## src/rtl/divider_seq_ctrl.sv

```systemverilog
// divider_seq_ctrl: sequential restoring divider, one quotient bit per ITER cycle.
// Optional two's-complement mode is built in when DIVIDER_SIGNED_EN is defined.
// It adds the signed_op port, operand magnitude conversion and a result sign fix-up.
// Result registers change only when an operation completes. The working registers
// hold the intermediate state, so partial results never reach the outputs.
module divider_seq_ctrl #(
  parameter int WIDTH = 32
) (
  input  logic             clk,
  input  logic             rst_n,
  input  logic             start,
`ifdef DIVIDER_SIGNED_EN
  input  logic             signed_op,
`endif
  input  logic [WIDTH-1:0] dividend,
  input  logic [WIDTH-1:0] divisor,
  output logic             busy,
  output logic             done,
  output logic [WIDTH-1:0] quotient,
  output logic [WIDTH-1:0] remainder,
  output logic             div_zero
);

  localparam int CNT_W = $clog2(WIDTH);

  typedef enum logic [1:0] {IDLE, CHECK, ITER, DONE} state_t;

  state_t             state, state_nxt;
  logic [WIDTH-1:0]   dvd;
  logic [WIDTH-1:0]   dsr;
  logic [WIDTH-1:0]   q_sh;
  logic [WIDTH:0]     r_part;
  logic [CNT_W-1:0]   cnt;
  logic               dsr_zero;
  logic [WIDTH:0]     r_shift;
  logic               r_ge;
  logic [WIDTH:0]     r_next;
  logic [WIDTH-1:0]   q_next;
  logic [WIDTH-1:0]   q_final;
  logic [WIDTH-1:0]   r_final;

  function automatic logic [WIDTH-1:0] negate(input logic [WIDTH-1:0] v);
    return ~v + 1'b1;
  endfunction

`ifdef DIVIDER_SIGNED_EN
  logic signed_lat;
  logic neg_q;
  logic neg_r;

  function automatic logic [WIDTH-1:0] magnitude(input logic [WIDTH-1:0] v, input logic use_sign);
    return (use_sign && v[WIDTH-1]) ? negate(v) : v;
  endfunction
`endif

  assign dsr_zero = (dsr == '0);

  // One restoring step. R stays below the divisor after every step, so the
  // top bit of R dropped by the truncation below is always zero.
  always_comb begin
    r_shift = (WIDTH+1)'({r_part, dvd[WIDTH-1]});
    r_ge    = (r_shift >= {1'b0, dsr});
    r_next  = r_ge ? (r_shift - {1'b0, dsr}) : r_shift;
    q_next  = {q_sh[WIDTH-2:0], r_ge};
`ifdef DIVIDER_SIGNED_EN
    q_final = neg_q ? negate(q_next) : q_next;
    r_final = neg_r ? negate(WIDTH'(r_next)) : WIDTH'(r_next);
`else
    q_final = q_next;
    r_final = WIDTH'(r_next);
`endif
  end

  // State register
  always_ff @(posedge clk or negedge rst_n) begin
    if (!rst_n) state <= IDLE;
    else        state <= state_nxt;
  end

  // Next-state and status decode
  always_comb begin
    state_nxt = state;
    busy      = 1'b0;
    done      = 1'b0;
    case (state)
      IDLE:  if (start) state_nxt = CHECK;
      CHECK: begin
        busy      = 1'b1;
        state_nxt = dsr_zero ? DONE : ITER;
      end
      ITER: begin
        busy = 1'b1;
        if (cnt == '0) state_nxt = DONE;
      end
      DONE: begin
        done      = 1'b1;
        state_nxt = IDLE;
      end
      default: state_nxt = IDLE;
    endcase
  end

  // Operand capture, iteration datapath and result registers
  always_ff @(posedge clk or negedge rst_n) begin
    if (!rst_n) begin
      dvd       <= '0;
      dsr       <= '0;
      q_sh      <= '0;
      r_part    <= '0;
      cnt       <= '0;
      quotient  <= '0;
      remainder <= '0;
      div_zero  <= 1'b0;
`ifdef DIVIDER_SIGNED_EN
      signed_lat <= 1'b0;
      neg_q      <= 1'b0;
      neg_r      <= 1'b0;
`endif
    end else begin
      case (state)
        IDLE: if (start) begin
          dvd <= dividend;
          dsr <= divisor;
`ifdef DIVIDER_SIGNED_EN
          signed_lat <= signed_op;
`endif
        end
        CHECK: begin
          if (dsr_zero) begin
            quotient  <= '1;
            remainder <= dvd;
            div_zero  <= 1'b1;
          end else begin
            r_part <= '0;
            q_sh   <= '0;
            cnt    <= CNT_W'(WIDTH - 1);
`ifdef DIVIDER_SIGNED_EN
            dvd   <= magnitude(dvd, signed_lat);
            dsr   <= magnitude(dsr, signed_lat);
            neg_q <= signed_lat && (dvd[WIDTH-1] ^ dsr[WIDTH-1]);
            neg_r <= signed_lat && dvd[WIDTH-1];
`endif
          end
        end
        ITER: begin
          r_part <= r_next;
          q_sh   <= q_next;
          dvd    <= {dvd[WIDTH-2:0], 1'b0};
          if (cnt == '0) begin
            quotient  <= q_final;
            remainder <= r_final;
            div_zero  <= 1'b0;
          end else begin
            cnt <= cnt - 1'b1;
          end
        end
        default: ;
      endcase
    end
  end

endmodule

```

## config.mk

```make
export PLATFORM = sky130hd
export DESIGN_NAME = divider_seq_ctrl
export DESIGN_NICKNAME = d
export VERILOG_FILES = /design/src/rtl/divider_seq_ctrl.sv
export SDC_FILE = /design/constraint.sdc
export NUM_CORES = 1
export LEC_CHECK = 0
export BUFFER_PORTS_ARGS = -buffer_cell sky130_fd_sc_hd__buf_2
export CAP_MARGIN = 0
export CORE_MARGIN = 1
export CORE_UTILIZATION = 53
export CTS_CLUSTER_DIAMETER = 100
export DETAILED_ROUTE_END_ITERATION = 12
export PLACE_DENSITY = 0.79
export SETUP_SLACK_MARGIN = 0.2
export SLEW_MARGIN = 40
export SYNTH_ARGS = -nofsm -noshare
export SYNTH_HDL_FRONTEND = slang
export SYNTH_SLANG_ARGS = --single-unit
```

## constraint.sdc

```tcl
create_clock -name clk -period 2.7 [get_ports clk]
set_input_delay 0.81 -clock clk [delete_from_list [all_inputs] [get_ports clk]]
set_output_delay 0.81 -clock clk [all_outputs]
set_load 0.01 [all_outputs]
```

==> reports/results.tsv, run 1 <==
stage	metric	value	unit
placed_design	DP HPWL	19.0	mm
sta	fin crit share	104	%
sta	Tmin final	2800	ps
clocking	CTS clk-pin slew, worst paths	80	ps
setup_path	Setup crit end kind	register	
clocking	clock sink total	199	
global_routing	vias in the first global route	8592	
logic_synthesis	asr flop ratio synth	100	%
global_routing	pin count of the biggest net entering global routing	64	
logic_synthesis	leading area contributor after synthesis	dfrtp_1	
setup_path	crit-path max FO	4	
floorplanning	Core ar.	18800	um^2
sta	max-slew violations	0	
detailed_routing	DRT Pass-1 Iters	6	
floorplanning	Die Width	141	um
layout	# fillers	1249	
setup_path	Arr. time, crit path	3120	ps
clocking	clock latency on the worst-skew pair	450	ps
floorplanning	Die Height	141	um
pwr	Leak	6.11	nW
sta	Fin Hold WS	326	ps
clocking	maximum buffer depth of the clock tree	2	
setup_path	crit path cell chain	buf_6 -> buf_6 -> inv_4 -> ha_4 -> nor2b_4 -> o211ai_1 -> buf_4 -> a211oi_4 -> nor3_2 -> o31a_1 -> o21ai_2 -> xnor2_2 -> o21ai_2 -> a22o_1	
pwr	PD cells	978	nW/um^2
setup_path	reg-to-reg critical path endpoint	r_part[31]$_DFFE_PN0P_	
logic_synthesis	post-synth cell types	63	
detailed_routing	Via Count	9132	
sta	Final Hold Vio Count	0	
outcome	status	complete, but fails checks	
setup_path	Critical Path RT	3030	ps
logic_synthesis	Ys Warns	0	
layout	# nets final	1386	
detailed_routing	final WL	30.3	mm
setup_path	Reg2Reg Launch Point	dsr[1]$_DFFE_PN0P_	
sta	clock skew	16.5	ps
layout	layout cells sized above 1	36.3	%
worst_hold_path	min-delay worst type	in -> async	
detailed_routing	DR WL/cell	19.5	um
sta	relative slew slack	56.6	%
sta	Setup-failing EPs final	8	
outcome	failing checks	setup timing	
layout	most common cell after layout, fill and taps aside	dfrtp_1	
floorplanning	Ports	134	
placed_design	GPL Wtd Cong	0.913	
sta	min setup slack post-route	-95.7	ps
floorplanning	Site Rows	50	
global_routing	GR peak layer	met2	
global_routing	global-route met3 utilization	6.18	%
sta	actual slew at the worst max-slew pin	651	ps
detailed_routing	Routed Antenna Nets	0	
clocking	CTS root buffer	clkbuf_16	
clocking	htree depth	4	
logic_synthesis	Synth Instances	1074	
layout	most frequent cells in the layout	dfrtp_1, buf_2, nand2_1	
detailed_routing	DRC Markers	0	
setup_path	CP startpoint kind	register	
detailed_routing	Vias/cell	5.87	
global_routing	M1 GR Usage	37.9	%
job	max cap viols	0	
logic_synthesis	syn nets	1180	
clocking	CTS Buf Count	17	
logic_synthesis	Yosys reg bits	199	
pwr	worst vdd ir	647	uV
logic_synthesis	Post-synth EDFFs	0	
sta	fmax	0.358	GHz
setup_path	kind of critical path	reg -> reg	
logic_synthesis	Mean Syn Cell Area	9.55	um^2
clocking	CTS tree	yes	
setup_path	CP max stage cell	dfrtp_1	
global_routing	Global Route met2 Usage	45.3	%
logic_synthesis	Post-synth top flop	dfrtp_1	
layout	Layout area overhead	34.7	%
setup_path	reg2reg setup slack	-100	ps
logic_synthesis	Seq/Total Area, Yosys	48.6	%
placed_design	IO buf count	133	
logic_synthesis	top cell type's share of synthesized area	48.6	%
setup_path	Largest stage delay, worst path	390	ps
detailed_routing	drt initial violations	643	
global_routing	Tot GR Track Use	28.2	%
floorplanning	Die Area	19900	um^2
global_routing	initial antenna violation count	1	
logic_synthesis	top post-synthesis cells by area	dfrtp_1, ha_1, nand2_1, mux2i_1, o21ai_0	
global_routing	grt ovf	0	
floorplanning	starting density of the core	54.5	%
clocking	Post-CTS Hold Buffers	0	
sta	RSZ-0062 raised after global routing	true	
logic_synthesis	Post-Synthesis Cell Area	10300	um^2
setup_path	Worst Reg-to-Reg Cells	14	
placed_design	worst slack at placement	-49.5	ps
global_routing	first-pass GRT wire length	43.9	mm
[cell usage after synthesis (12+ instances only)]
library cell	number
inv_1	75
clkbuf_1	37
o21ai_1	66
a32oi_1	21
mux2i_1	45
a31oi_1	38
dfrtp_1	199
a21o_1	12
nor2_1	71
buf_2	13
o21ai_0	84
ha_1	38
a21oi_1	47
mux2_2	32
nand4_1	13
xnor2_1	18
nand2_1	122
[worst max-delay path by stage]
| stage | start | end | slack (ps) | cells past startpoint |
|---|---|---|---|---|
| finish | dsr[1]$_DFFE_PN0P_ | r_part[31]$_DFFE_PN0P_ | -100 | 14 |
| global route | dvd[31]$_DFFE_PN0P_ | r_part[20]$_DFFE_PN0P_ | -130 | 12 |
| CTS | dsr[0]$_DFFE_PN0P_ | remainder[30]$_DFFE_PN0P_ | 120 | 12 |
| detailed placement | dsr[1]$_DFFE_PN0P_ | r_part[31]$_DFFE_PN0P_ | -50 | 11 |
| global placement | dsr[18]$_DFFE_PN0P_ | r_part[27]$_DFFE_PN0P_ | -20 | 11 |
| floorplan | dvd[31]$_DFFE_PN0P_ | remainder[30]$_DFFE_PN0P_ | 200 | 12 |
[kinds of logic after synthesis]
kind of cell    synth area share, %
mux                            7.91
fa+ha+maj                      4.83
compound gates                 19.1
xor+xnor                       2.48
simple gates                   11.5
flops                          48.6
buf+inv                        5.58
[worst max-delay path: cells and delay by family (launching register included)]
kind / cells / cell delay [ps]
compound gates: 6 / 1030
xor+xnor: 1 / 200
fa+ha+maj: 1 / 190
buf+inv: 4 / 460
flops: 1 / 390
simple gates: 2 / 400
[area by class of cell]
type                            count  area [um^2]  share of cell area (%)
Inverter                           76          292                    2.11
Tap cell                          260          325                    2.35
Timing Repair Buffer              252         1850                    13.4
Sequential cell                   199         4990                    36.1
Multi-Input combinational cell    734         5740                    41.6
Clock buffer                       18          439                    3.18
Clock inverter                     14          178                    1.29
Antenna cell                        2         5.00                  0.0362
[what timing repair did]
action	in CTS	in global routing
pin swaps	33	64
endpoints found under the setup margin	128	112
setup buffers	37	22
cloned	1	5
resized for setup	90	128
[per-layer routing]
layer	up-vias	part of all wire, %
li1	4200	-
met1	4467	41
met2	404	50
met3	61	6.6
met4	0	2.5
met5	-	0
[through the flow]
stage | power [mW] | TNS (ps) | cells | instance area, um^2 | util, %
floorplan | 7.57 | 0 | 1074 | 10300 | -
global placement | 9.22 | -18.7 | 1456 | 11500 | 61.2
detailed placement | 9.34 | -146 | 1456 | 11500 | 61.2
CTS | 12.6 | 0 | 1526 | 12900 | 68.7
global route | 14.2 | -1560 | 1553 | 13800 | 73.3
finish | 13.5 | -431 | 1555 | 13800 | 73.4
[power breakdown]
part           leakage (nW)  switching [mW]  internal (mW)
Clock                 0.303            1.28           1.36
Combinational          3.32            3.74           2.82
Sequential             2.49           0.604           3.71
Total                  6.11            5.62           7.89
[sequential cells by signal, summed over array words and instances, names as in the netlist]
signal     flops
state          2
dvd           32
dsr           32
div_zero       1
quotient      32
cnt            5
q_sh          31
r_part        32
remainder     32
(Power assumes the default switching activity.)
==> run 2, diff against run 1 <==
==> constraint.sdc (replaced) <==
create_clock -name clk -period 2.7 [get_ports clk]
set_input_delay 0.27 -clock clk [delete_from_list [all_inputs] [get_ports clk]]
set_output_delay 0.27 -clock clk [all_outputs]
set_load 0.01 [all_outputs]
==> run 2 against run 1 <==
The flow still finishes with violations (setup timing). Flip-flop and latch count did not move. Design area fell by 0.64%. Worst setup slack got worse by 2.1 ps. Cell count fell by 0.32%. Critical path type unchanged. Highest routed layer unchanged.
==> reports/results.tsv, run 2 (synthesized netlist as in run 1, its figures left out) <==
stage	metric	value	unit	change
global_routing	initial antenna violation count	0		-1
placed_design	GPL Wtd Cong	0.969		+6.0%
global_routing	grt ovf	0		unchanged
detailed_routing	DRC Markers	0		unchanged
floorplanning	Core ar.	18800	um^2	unchanged
sta	clock skew	13.0	ps	-3.48 ps
placed_design	DP Area	11500	um^2	-0.24%
clocking	htree depth	4		unchanged
global_routing	first-pass GRT wire length	44.2	mm	+0.64%
sta	fin crit share	104	%	about the same
sta	min setup slack post-route	-97.8	ps	-2.08 ps
layout	most common cell after layout, fill and taps aside	dfrtp_1		
setup_path	reg2reg setup slack	-100	ps	about the same
detailed_routing	drt initial violations	816		+27%
setup_path	reg-to-reg critical path endpoint	r_part[31]$_DFFE_PN0P_		
floorplanning	Die Width	141	um	unchanged
setup_path	Setup crit end kind	register		
sta	Setup TNS	-199	ps	+232 ps
clocking	clock sink total	199		unchanged
job	max cap viols	0		unchanged
pwr	PD cells	960	nW/um^2	-1.9%
sta	max-slew violations	0		unchanged
floorplanning	starting density of the core	54.5	%	unchanged
sta	Final Hold Vio Count	0		unchanged
detailed_routing	Via Count	9193		+0.67%
layout	diodes inserted	0		-2
worst_hold_path	min-delay src	divisor[20]		
floorplanning	Site Rows	50		unchanged
setup_path	Critical Path RT	3030	ps	about the same
pwr	worst vdd ir	567	uV	-12%
setup_path	CP startpoint kind	register		
layout	layout cells sized above 1	36.5	%	+0.24 points
placed_design	IO buf count	133		unchanged
pwr	Leak	6.06	nW	-0.86%
sta	actual slew at the worst max-slew pin	641	ps	-9.75 ps
detailed_routing	Vias/cell	5.93		+0.99%
layout	# fillers	1259		+0.80%
setup_path	Arr. time, crit path	3120	ps	about the same
clocking	CTS root buffer	clkbuf_16		
detailed_routing	final WL	30.0	mm	-0.93%
placed_design	DP HPWL	18.5	mm	-2.5%
global_routing	Tot GR Track Use	28.3	%	+0.15 points
clocking	clock latency on the worst-skew pair	440	ps	about the same
layout	Post-Layout Inst Area	13700	um^2	-0.64%
detailed_routing	DRT Pass-1 Iters	7		+1
outcome	status	complete, but fails checks		
sta	Setup-failing EPs final	4		-4
layout	most frequent cells in the layout	dfrtp_1, buf_2, nand2_1		
outcome	failing checks	setup timing		
sta	Fin Hold WS	53.3	ps	-272 ps
sta	fmax	0.357	GHz	about the same
floorplanning	Die Area	19900	um^2	unchanged
worst_hold_path	worst hold endpoint	dsr[20]$_DFFE_PN0P_		
clocking	maximum buffer depth of the clock tree	2		unchanged
worst_hold_path	min-delay worst type	in -> reg		
clocking	CTS tree	yes		
layout	# nets final	1383		-0.22%
setup_path	kind of critical path	reg -> reg		
global_routing	vias in the first global route	8658		+0.77%
floorplanning	Die Height	141	um	unchanged
setup_path	crit-path max FO	5		+1
pwr	Pwr Total	13.2	mW	-2.5%
sta	RSZ-0062 raised after global routing	true		
clocking	CTS clk-pin slew, worst paths	80	ps	about the same
sta	relative slew slack	57.2	%	+0.65 points
setup_path	Reg2Reg Launch Point	dsr[24]$_DFFE_PN0P_		
floorplanning	Ports	134		unchanged
global_routing	pin count of the biggest net entering global routing	69		+7.8%
detailed_routing	Routed Antenna Nets	0		unchanged
sta	Tmin final	2800	ps	+2.08 ps
detailed_routing	DR WL/cell	19.3	um	-0.61%
worst_hold_path	hold depth	2		
setup_path	Worst Reg-to-Reg Cells	11		-3
layout	Layout area overhead	33.9	%	
clocking	CTS Buf Count	17		unchanged
==> run 2: metrics by stage <==
step | setup slack [ps] | util, % | std cells
final | -97.8 | 72.9 | 1550
after global placement | 22.8 | 61.1 | 1454
after detailed placement | -37.6 | 61.1 | 1454
after CTS | 145 | 68.7 | 1533
after floorplan | 201 | - | 1074
after global routing | -107 | 72.9 | 1550
==> run 2: worst max-delay path by stage <==
| stage | slack, ps | startpoint | cells after the start | endpoint |
|---|---|---|---|---|
| finish | -100 | dsr[24]$_DFFE_PN0P_ | 11 | r_part[31]$_DFFE_PN0P_ |
| floorplan | 200 | dvd[31]$_DFFE_PN0P_ | 12 | remainder[30]$_DFFE_PN0P_ |
| global route | -110 | dsr[24]$_DFFE_PN0P_ | 11 | r_part[31]$_DFFE_PN0P_ |
| detailed placement | -40 | dvd[31]$_DFFE_PN0P_ | 12 | remainder[30]$_DFFE_PN0P_ |
| global placement | 20 | dsr[1]$_DFFE_PN0P_ | 11 | r_part[27]$_DFFE_PN0P_ |
| CTS | 150 | dvd[31]$_DFFE_PN0P_ | 13 | r_part[28]$_DFFE_PN0P_ |
==> run 2: routing by layer <==
layer | part of all wire (%) | up-vias | global-route usage [%] | wire length (um)
met4 | 4.0 | 0 | 10.7 | 1200
met2 | 48 | 438 | 45.9 | 14500
met5 | 0 | - | 0 | 0
met3 | 6.5 | 87 | 4.48 | 1950
met1 | 41 | 4472 | 38.4 | 12400
li1 | - | 4196 | - | -
==> run 2: area by class of cell <==
cell class	count	area, um^2	area share (%)
Inverter	76	289	2.11
Sequential cell	199	4990	36.3
Clock buffer	19	453	3.30
Clock inverter	13	113	0.820
Multi-Input combinational cell	734	5760	42.0
Timing Repair Buffer	249	1800	13.1
Tap cell	260	325	2.37
==> run 2: power by group <==
part	switching (mW)	total [mW]	internal (mW)	leakage, nW
Combinational	3.71	6.40	2.69	3.30
Clock	1.22	2.48	1.26	0.272
Sequential	0.592	4.30	3.71	2.49
Total	5.52	13.2	7.65	6.06
==> run 2: repair_timing <==
action / CTS / global route
endpoints found under the setup margin: 128 / 110
setup buffers: 44 / 15
gates resized for setup: 90 / 132
cloned: 2 / 2
hold endpoints to repair: 61 / 0
hold buffers: 1 / 0
pin swaps: 29 / 75
==> run 2: worst max-delay path, stage by stage (launching register included) <==
cell and delay (ps):
dfrtp_1 420, inv_1 160, ha_4 260, a21oi_4 200
nor2b_1 70, o21a_1 190, o21ba_1 190, o41ai_1 470
o21ai_2 160, xnor2_1 230, o21ai_1 130, a22o_1 210
